<file path="config.mk">
export PLATFORM = sky130hd
export DESIGN_NAME = user_input_irq_ctrl
export DESIGN_NICKNAME = d
export VERILOG_FILES = /design/src/rtl/user_input_irq_pkg.sv /design/src/rtl/user_input_irq_ctrl_debouncer.sv /design/src/rtl/user_input_irq_ctrl.sv
export SDC_FILE = /design/constraint.sdc
export NUM_CORES = 1
export LEC_CHECK = 0
export ABC_AREA = 1
export CORE_UTILIZATION = 40
export DETAILED_ROUTE_END_ITERATION = 7
export MAX_ROUTING_LAYER = met4
export PLACE_DENSITY_LB_ADDON = 0.3
export SYNTH_ARGS = -nofsm -noshare
export SYNTH_HDL_FRONTEND = slang
export SYNTH_SLANG_ARGS = --single-unit
</file>
<file path="constraint.sdc">
create_clock -name clk -period 2.51 [get_ports clk]
set_clock_uncertainty 0.15 [all_clocks]
set_input_delay 0.3765 -clock clk [delete_from_list [all_inputs] [get_ports clk]]
set_output_delay 0.3765 -clock clk [all_outputs]
set_load 0.01 [all_outputs]
</file>
<file path="src/rtl/user_input_irq_pkg.sv">
// Shared register map and reset constants for the push-button / switch
// interrupt controller.
package user_input_irq_pkg;

    localparam logic [2:0] REG_LEVEL   = 3'd0;
    localparam logic [2:0] REG_MASK    = 3'd1;
    localparam logic [2:0] REG_PENDING = 3'd2;
    localparam logic [2:0] REG_RISE_EN = 3'd3;
    localparam logic [2:0] REG_FALL_EN = 3'd4;
    localparam logic [2:0] REG_EVCOUNT = 3'd5;

    // Full-width reset images; the top slices off the bits it implements.
    localparam logic [31:0] RISE_EN_RESET = 32'hFFFF_FFFF;
    localparam logic [31:0] FALL_EN_RESET = 32'h0000_0000;

    localparam logic [15:0] EVCOUNT_MAX = 16'hFFFF;

endpackage

</file>
<file path="src/rtl/user_input_irq_ctrl_debouncer.sv">
// One-bit input conditioner: 2-flop synchroniser, stability counter and a
// post-reset settle window during which the output simply follows the input.
module input_debouncer #(
    parameter int DEBOUNCE_CYCLES = 50000
) (
    input  logic clk,
    input  logic reset,
    input  logic raw,
    output logic debounced,
    output logic settled
);

    localparam int CNT_W    = $clog2(DEBOUNCE_CYCLES);
    localparam int SETTLE_W = $clog2(DEBOUNCE_CYCLES + 1);
    localparam logic [CNT_W-1:0]    CNT_LAST   = CNT_W'(DEBOUNCE_CYCLES - 1);
    localparam logic [SETTLE_W-1:0] SETTLE_END = SETTLE_W'(DEBOUNCE_CYCLES);

    logic                meta_reg;
    logic                synced_reg;
    logic                deb_reg;
    logic [CNT_W-1:0]    cnt_reg;
    logic [SETTLE_W-1:0] settle_reg;
    logic                settling;

    assign settling = (settle_reg != SETTLE_END);

    always_ff @(posedge clk) begin
        if (reset) begin
            meta_reg   <= 1'b0;
            synced_reg <= 1'b0;
            deb_reg    <= 1'b0;
            cnt_reg    <= '0;
            settle_reg <= '0;
        end else begin
            meta_reg   <= raw;
            synced_reg <= meta_reg;
            if (settling) begin
                // Accept whatever level is present at power-up without filtering.
                settle_reg <= settle_reg + 1'b1;
                deb_reg    <= synced_reg;
                cnt_reg    <= '0;
            end else if (synced_reg == deb_reg) begin
                cnt_reg <= '0;
            end else if (cnt_reg == CNT_LAST) begin
                deb_reg <= synced_reg;
                cnt_reg <= '0;
            end else begin
                cnt_reg <= cnt_reg + 1'b1;
            end
        end
    end

    assign debounced = deb_reg;
    assign settled   = ~settling;

endmodule

</file>
<file path="src/rtl/user_input_irq_ctrl.sv">
// Avalon-MM interrupt controller for KEY/SW inputs: debounce, programmable
// edge capture into a W1C pending register, masked registered irq.
module user_input_irq_ctrl
    import user_input_irq_pkg::*;
#(
    parameter int N_KEYS          = 4,
    parameter int N_SW            = 5,
    parameter int DEBOUNCE_CYCLES = 50000
) (
    input  logic              clk,
    input  logic              reset,
    input  logic [N_KEYS-1:0] keys,
    input  logic [N_SW-1:0]   switches,
    input  logic [2:0]        avs_address,
    input  logic              avs_read,
    input  logic              avs_write,
    input  logic [31:0]       avs_writedata,
    output logic [31:0]       avs_readdata,
    output logic              irq
);

    localparam int N = N_KEYS + N_SW;

    logic [N-1:0]  in_raw;
    logic [N-1:0]  deb;
    logic [N-1:0]  settled;
    logic [N-1:0]  deb_q_reg;
    logic          capture_en_reg;
    logic [N-1:0]  mask_reg;
    logic [N-1:0]  pending_reg;
    logic [N-1:0]  rise_en_reg;
    logic [N-1:0]  fall_en_reg;
    logic [15:0]   evcount_reg;
    logic          irq_reg;
    logic [31:0]   readdata_reg;
    logic [N-1:0]  rise;
    logic [N-1:0]  fall;
    logic [N-1:0]  event_vec;
    logic [N-1:0]  w1c;
    logic [N-1:0]  wdata;
    logic [31:0]   read_value;
    logic          unused_wdata_bits;

    assign in_raw = {switches, ~keys};

    generate
        for (genvar gi = 0; gi < N; gi++) begin : g_deb
            input_debouncer #(
                .DEBOUNCE_CYCLES(DEBOUNCE_CYCLES)
            ) u_deb (
                .clk      (clk),
                .reset    (reset),
                .raw      (in_raw[gi]),
                .debounced(deb[gi]),
                .settled  (settled[gi])
            );
        end
    endgenerate

    assign wdata             = avs_writedata[N-1:0];
    assign unused_wdata_bits = &{1'b0, avs_writedata[31:N]};

    assign rise      = deb & ~deb_q_reg;
    assign fall      = ~deb & deb_q_reg;
    // Capture is held off one cycle past settle so the last settle copy is not seen as an edge.
    assign event_vec = capture_en_reg ? ((rise & rise_en_reg) | (fall & fall_en_reg)) : '0;
    assign w1c       = (avs_write && avs_address == REG_PENDING) ? wdata : '0;

    always_comb begin
        read_value = '0;
        case (avs_address)
            REG_LEVEL:   read_value[N-1:0] = deb;
            REG_MASK:    read_value[N-1:0] = mask_reg;
            REG_PENDING: read_value[N-1:0] = pending_reg;
            REG_RISE_EN: read_value[N-1:0] = rise_en_reg;
            REG_FALL_EN: read_value[N-1:0] = fall_en_reg;
            REG_EVCOUNT: read_value[15:0]  = evcount_reg;
            default:     read_value        = '0;
        endcase
    end

    always_ff @(posedge clk) begin
        if (reset) begin
            deb_q_reg      <= '0;
            capture_en_reg <= 1'b0;
            mask_reg       <= '0;
            pending_reg    <= '0;
            rise_en_reg    <= RISE_EN_RESET[N-1:0];
            fall_en_reg    <= FALL_EN_RESET[N-1:0];
            evcount_reg    <= '0;
            irq_reg        <= 1'b0;
            readdata_reg   <= '0;
        end else begin
            deb_q_reg      <= deb;
            capture_en_reg <= &settled;
            pending_reg    <= (pending_reg & ~w1c) | event_vec;
            irq_reg        <= |(pending_reg & mask_reg);
            if (avs_read) begin
                readdata_reg <= read_value;
            end
            if (avs_write) begin
                case (avs_address)
                    REG_MASK:    mask_reg    <= wdata;
                    REG_RISE_EN: rise_en_reg <= wdata;
                    REG_FALL_EN: fall_en_reg <= wdata;
                    default:     ;
                endcase
            end
            if (avs_write && avs_address == REG_EVCOUNT) begin
                evcount_reg <= '0;
            end else if (|event_vec && evcount_reg != EVCOUNT_MAX) begin
                evcount_reg <= evcount_reg + 1'b1;
            end
        end
    end

    assign avs_readdata = readdata_reg;
    assign irq          = irq_reg;

endmodule
</file>
# Word-level counts from Yosys, hierarchy flattened
# Index checks and enable logic that the tools add are counted.
[word_totals] output_inout_bits=33 word_cells=205 in_bits=48 register_bits=394
[op_classes] reduce_logical=38 eq_ne=42 muxes=31 add_sub_neg=19 n_bitwise=21
[ops] operator="$add A16 B1 Y16 const B" count=19
[ops] operator="$ne A16 B16 Y1 const B" count=10
[ops] operator="$eq A16 B16 Y1 const B" count=9
[ops] operator="$and A9 B9 Y9" count=6
[ops] operator="$pmux W9 S6" count=1
[ops] operator="$reduce_or A4 Y1" count=9
[ops] operator="$mux W1" count=27
[ops] operator="$not A9 Y9" count=3
[ops] operator="$reduce_and A2 Y1" count=12
[ops] operator="$mux W9" count=2
[ops] operator="$ne A2 B1 Y1 const B" count=9
[ops] operator="$or A9 B9 Y9" count=2
[ops] operator="$reduce_bool A2 Y1" count=9
[ops] operator="$reduce_or A9 Y1" count=2
[ops] operator="$eq A1 B1 Y1" count=9
[ops] operator="$not A1 Y1" count=9
[ops] operator="$reduce_and A9 Y1" count=1
[ops] operator="$mux W7" count=1
[ops] operator="$eq A3 B2 Y1 const B" count=2
[ops] operator="$eq A3 B3 Y1 const B" count=2
[ops] operator="$not A4 Y4" count=1
[ops] operator="$eq A3 B1 Y1 const B" count=1
[ops] operator="$logic_and A1 B1 Y1" count=3
[ops] operator="$logic_not A3 Y1" count=1
[ops] operator="$reduce_or A2 Y1" count=1

# Longest topological paths before layout
# Gate-level depths: netlist (run 1).
[depth] ltp_word=7 ltp_mapped=11 mapped_depth_nobuf=11

# Hierarchy
# Synthesis (run 1) repeated with hierarchy kept, for this count alone.
[unflattened] cells_unflattened=3036 area_unflattened_um2=20135.6
[by_module_without_submodules] module="input_debouncer" cells_each=278 instances=9 area_per_inst_um2=1820.5 seq_area_each_um2=700.7
[by_module_without_submodules] module="user_input_irq_ctrl" cells_each=534 instances=1 area_per_inst_um2=3751.1 seq_area_each_um2=1581.5

# Worst setup path before layout (run 1)
# Ideal clock, no wire load.
[synth_path] path_kind="reg2reg" startpoint="register g_deb[2].u_deb.settle_reg[0]" endpoint="register g_deb[2].u_deb.settle_reg[12]" setup_time_ps=119 period_less_slack_ps=1714 arrival_time_ps=1445 t_required_ps=2241 n_path_buf=0 path_stages_with_launch=9 setup_slack_ps=796 path_cell_list="dfxtp_1 ha_1 nand2_1 nor2_1 nand2_1 nor3_1 nand4_1 o21ai_0 a21oi_1"
[synth_between] elab_chain_cells=1 elab_cells_between_ends=2 classes_between="add/sub: 1; eq/ne: 1"
[synth_lines] item="start, declared" line="user_input_irq_ctrl_debouncer.sv:22" source="logic [SETTLE_W-1:0] settle_reg;"
[synth_lines] item="start signal, assigned" line="user_input_irq_ctrl_debouncer.sv:39" source="settle_reg <= settle_reg + 1'b1;"
[synth_lines] item="$add A16 B1 Y16 / $ne A16 B16 Y1 (equally long branches)" line="user_input_irq_ctrl_debouncer.sv:39, user_input_irq_ctrl_debouncer.sv:25"
# Several ways; a longest one is shown, not always the timed one.
# A chain may end at the register's enable or synchronous reset.

# Worst setup path in the final report (run 1)
[layout_path] startpoint="register g_deb[7].u_deb.deb_reg" endpoint="register evcount_reg[11]"
[layout_between] elab_chain_cells=7 elab_cells_between_ends=9 classes_between="mux: 1; bitwise: 6; reduce/logical: 2"
[layout_lines] item="start, declared" line="user_input_irq_ctrl_debouncer.sv:20" source="logic deb_reg;"
[layout_lines] item="start signal, assigned" line="user_input_irq_ctrl_debouncer.sv:40" source="deb_reg <= synced_reg;"
[layout_lines] item="start signal, assigned" line="user_input_irq_ctrl_debouncer.sv:45" source="deb_reg <= synced_reg;"
[layout_lines] item="$not A9 Y9" line="user_input_irq_ctrl.sv:64" source="assign fall = ~deb & deb_q_reg;"
[layout_lines] item="$and A9 B9 Y9" line="user_input_irq_ctrl.sv:64"
[layout_lines] item="$and A9 B9 Y9" line="user_input_irq_ctrl.sv:66" source="assign event_vec = capture_en_reg ? ((rise & rise_en_reg) | (fall & fall_en_reg)) : '0;"
[layout_lines] item="$or A9 B9 Y9 (*)" line="user_input_irq_ctrl.sv:66"
[layout_lines] item="$mux W9 (*)" line="user_input_irq_ctrl.sv:66"
[layout_lines] item="$reduce_or A9 Y1 (*)" line="user_input_irq_ctrl.sv:111" source="end else if (|event_vec && evcount_reg != EVCOUNT_MAX) begin"
[layout_lines] item="$logic_and A1 B1 Y1 (*)" line="user_input_irq_ctrl.sv:111"
[layout_lines] item="end signal, assigned" line="user_input_irq_ctrl.sv:112" source="evcount_reg <= evcount_reg + 1'b1;"
[layout_lines] item="end, declared" line="user_input_irq_ctrl.sv:33" source="logic [15:0] evcount_reg;"
# Every way passes the cells marked *; elsewhere a longest branch is shown, timed or not.

==> impl_metrics.env, run 1 <==
export IMPL_place_congestion=0.865
export IMPL_cts_root_buf="clkbuf_16"
export IMPL_drtIter0Drc=956
export IMPL_final_area_sq_um=20200
export IMPL_clk_pin_slew_worst_paths_ns=0.06
export IMPL_ys_seq_elements=394
export IMPL_ys_types=49
export IMPL_synthFlopType="dfxtp_1"
export IMPL_htree_levels=2
export IMPL_port_buffers=41
export IMPL_fin_setup_tns_ns=0
export IMPL_clkPwrFrac=0.475
export IMPL_whs_endpoint="rise_en_reg[0]$_SDFFE_PP1P_"
export IMPL_p_comb_frac=0.034
export IMPL_hold_path_class="input port to flip-flop"
export IMPL_start_kind="flip-flop"
export IMPL_path_class="flip-flop to flip-flop"
export IMPL_die_h_microns=213
export IMPL_overflow=0
export IMPL_synth_top_area_share=0.444
export IMPL_initial_core_util=0.408
export IMPL_postCtsHoldBufs=0
export IMPL_synth_edf_count=0
export IMPL_cp_arrival_ns=2.44
export IMPL_setup_slack_ns=0.365
export IMPL_syn_avg_cell_area_sq_um=7.20
export IMPL_end_kind="flip-flop"
export IMPL_r2r_end="evcount_reg[11]$_SDFFE_PP0P_"
export IMPL_async_reset_ff_frac=0
export IMPL_drv_slew=0
export IMPL_core_area_sq_um=43500
export IMPL_dieArea_sq_um=45200
export IMPL_grt_usage=0.176
export IMPL_pwr_share_seq=0.491
export IMPL_grt_pass1_wl_mm=64.9
export IMPL_netlist_area_sq_um=17700
export IMPL_firstDrtPassIters=5
export IMPL_finalCritPeriodShare=0.855
export IMPL_hold_viol_final=0
export IMPL_r2r_start="g_deb[7].u_deb.debounced$_SDFFE_PP0P_"
export IMPL_drive_gt1_frac=0.0486
export IMPL_ff2ff_path_depth=12
export IMPL_drt_wirelength_per_cell_microns=12.1
export IMPL_rows=76
export IMPL_antenna_found_initial=1
export IMPL_fin_crit_ns=2.15
export IMPL_switching_power_uw=2830
export IMPL_path_max_fanout=19
export IMPL_syn_to_final_growth_pct=13.7
export IMPL_ys_seq_area_frac=0.444
export IMPL_rsz0062_at_grt="false"
export IMPL_cts_resized=0
export IMPL_setup_violations=0
export IMPL_startpoint="g_deb[7].u_deb.debounced$_SDFFE_PP0P_"
export IMPL_yosys_area_top_type="dfxtp_1"
export IMPL_synth_commonest_cells="nand2_1 (402), dfxtp_1 (394), nor2_1 (367)"
export IMPL_yosysWarnings=0
export IMPL_holdPathStages=3
export IMPL_utilization=0.465
export IMPL_grt_max_degree=57
export IMPL_io_pin_count=81
export IMPL_min_from="reset"
export IMPL_cap_violations=0
export IMPL_drc=0
export IMPL_intPower_uw=10200
export IMPL_wl_mm=38.0
export IMPL_r2r_slack_ns=0.36
export IMPL_max_freq_ghz=0.466
export IMPL_dp_slack_ns=0.230
export IMPL_max_slew_margin=0.506
export IMPL_swShare=0.217
export IMPL_clock_path_buffers=3
export IMPL_grt_pass1_vias=14400
export IMPL_synth_most_common_cell="nand2_1"
export IMPL_chipWidth_microns=213
export IMPL_required_ns=2.80
export IMPL_via_per_inst=4.91
export IMPL_clock_sinks=394
export IMPL_hpwlAfterDp_mm=27.1
export IMPL_place_area_sq_um=18800
export IMPL_cts_buffers=43
export IMPL_cts_tree="done"
export IMPL_clk_insertion_delay_late_ns=0.55
export IMPL_p_per_area_nw_per_um2=647
export IMPL_final_antenna_net_count=0
export IMPL_ys_top_cells_by_area="dfxtp_1 (44%), nand2_1 (8.5%), nor2_1 (7.8%)"
export IMPL_cts_setup_buffers=0
export IMPL_vias=15400
export IMPL_synthCells=2464
export IMPL_ir_drop_v=0.000420
export IMPL_worstMarginPinSlew_ns=0.735
export IMPL_p_leak_uw=0.00726
export IMPL_hold_ws_ns=0.155
export IMPL_status="completed"
export IMPL_layout_nets=2599
[worst max-delay path, cell delays in order, from the launching register on]
cell and delay (ns):
dfxtp_1 0.53, inv_1 0.14, nand2_1 0.08, nand2_1 0.05, nand3_1 0.08, nand2_1 0.07
nor2_1 0.11, nand3_2 0.33, buf_4 0.30, nand2_1 0.06, nand2_1 0.04, nand2_1 0.05
nor2_1 0.04
[logic make-up after synthesis]
family,after synthesis,synth area share
buf+inv,420,0.0942
flops,394,0.444
other cells,1,0.000211
fa+ha+maj,28,0.0197
xor+xnor,57,0.0281
compound gates,433,0.131
simple gates,1131,0.283
[cell usage in the layout, fill, tap and decap left out, types with 3 or more instances in the layout]
cell type,netlist,layout
o21a_1,13,13
nor2_2,6,6
conb_1,1,16
a21oi_1,206,206
clkbuf_1,20,13
nand3_1,139,139
a211oi_1,7,7
a221oi_1,6,6
nand3b_1,6,6
nor3b_1,18,18
dfxtp_1,394,394
nand2_1,402,402
nor4_1,9,9
clkdlybuf4s50_1,0,40
a22oi_1,4,4
inv_2,4,4
o21ai_0,163,163
clkbuf_8,0,8
clkbuf_16,0,45
xor2_1,46,46
xnor2_1,11,11
clkinv_2,1,4
a31oi_1,17,17
inv_1,350,350
nor2_1,367,367
buf_4,16,20
o211ai_1,8,8
nand3_2,4,4
nor3_2,12,12
and3_1,4,4
nor3_4,3,3
nor3_1,92,92
nand4_1,58,58
ha_1,28,28
[power by group through the flow]
stage,logic (uW),registers [uW],clock network [uW]
2_1_floorplan,282,6530,0
3_3_place_gp,432,6540,0
3_5_place_dp,443,6540,0
4_1_cts,447,6400,6390
5_1_grt,504,6410,6630
6_report,443,6410,6200
[cell type report]
type                            instances  area (sq um)
Fill cell                            4273         23300
Timing Repair Buffer                   62           591
Clock buffer                           66          1280
Clock inverter                          8          98.8
Antenna cell                            1          2.50
Inverter                              357          1340
Tap cell                              585           732
Sequential cell                       394          7890
Multi-Input combinational cell       1665          8250
[worst max path at each step]
stage	slack, ns	endpoint	cells past startpoint
6_report	0.36	evcount_reg[11]$_SDFFE_PP0P_	12
5_1_grt	0.11	g_deb[2].u_deb.settle_reg[14]$_SDFFE_PP0P_	8
4_1_cts	0.34	avs_readdata[1]	1
3_5_place_dp	0.23	fall_en_reg[1]$_SDFFE_PP0P_	7
3_3_place_gp	0.28	fall_en_reg[6]$_SDFFE_PP0P_	7
2_1_floorplan	0.80	g_deb[2].u_deb.settle_reg[12]$_SDFFE_PP0P_	8
[metrics by stage]
step,cells,total power [uW]
final,3138,13100
after global routing,3138,13500
after detailed placement,3063,6990
after global placement,3063,6970
after CTS,3137,13200
after floorplan,2479,6810
[metal layers]
| metal | up-vias | GRT usage | share of wire |
|---|---|---|---|
| met5 | - | - | 0 |
| met4 | 0 | 0.0675 | 0.032 |
| met2 | 225 | 0.290 | 0.45 |
| met1 | 6987 | 0.218 | 0.48 |
| met3 | 80 | 0.0266 | 0.038 |
| li1 | 8115 | - | - |
No activity file was read; power rests on OpenSTA's default activity.
==> run 2, diff against run 1 <==
--- a/config.mk
+++ b/config.mk
@@ -7,6 +7,7 @@
 export LEC_CHECK = 0
 export ABC_AREA = 1
 export CORE_UTILIZATION = 40
+export CTS_CLUSTER_SIZE = 14
 export DETAILED_ROUTE_END_ITERATION = 7
 export MAX_ROUTING_LAYER = met4
 export PLACE_DENSITY_LB_ADDON = 0.3
==> results of run 2 <==
No change in the layout: final DEF, timing and power equal those of run 1.
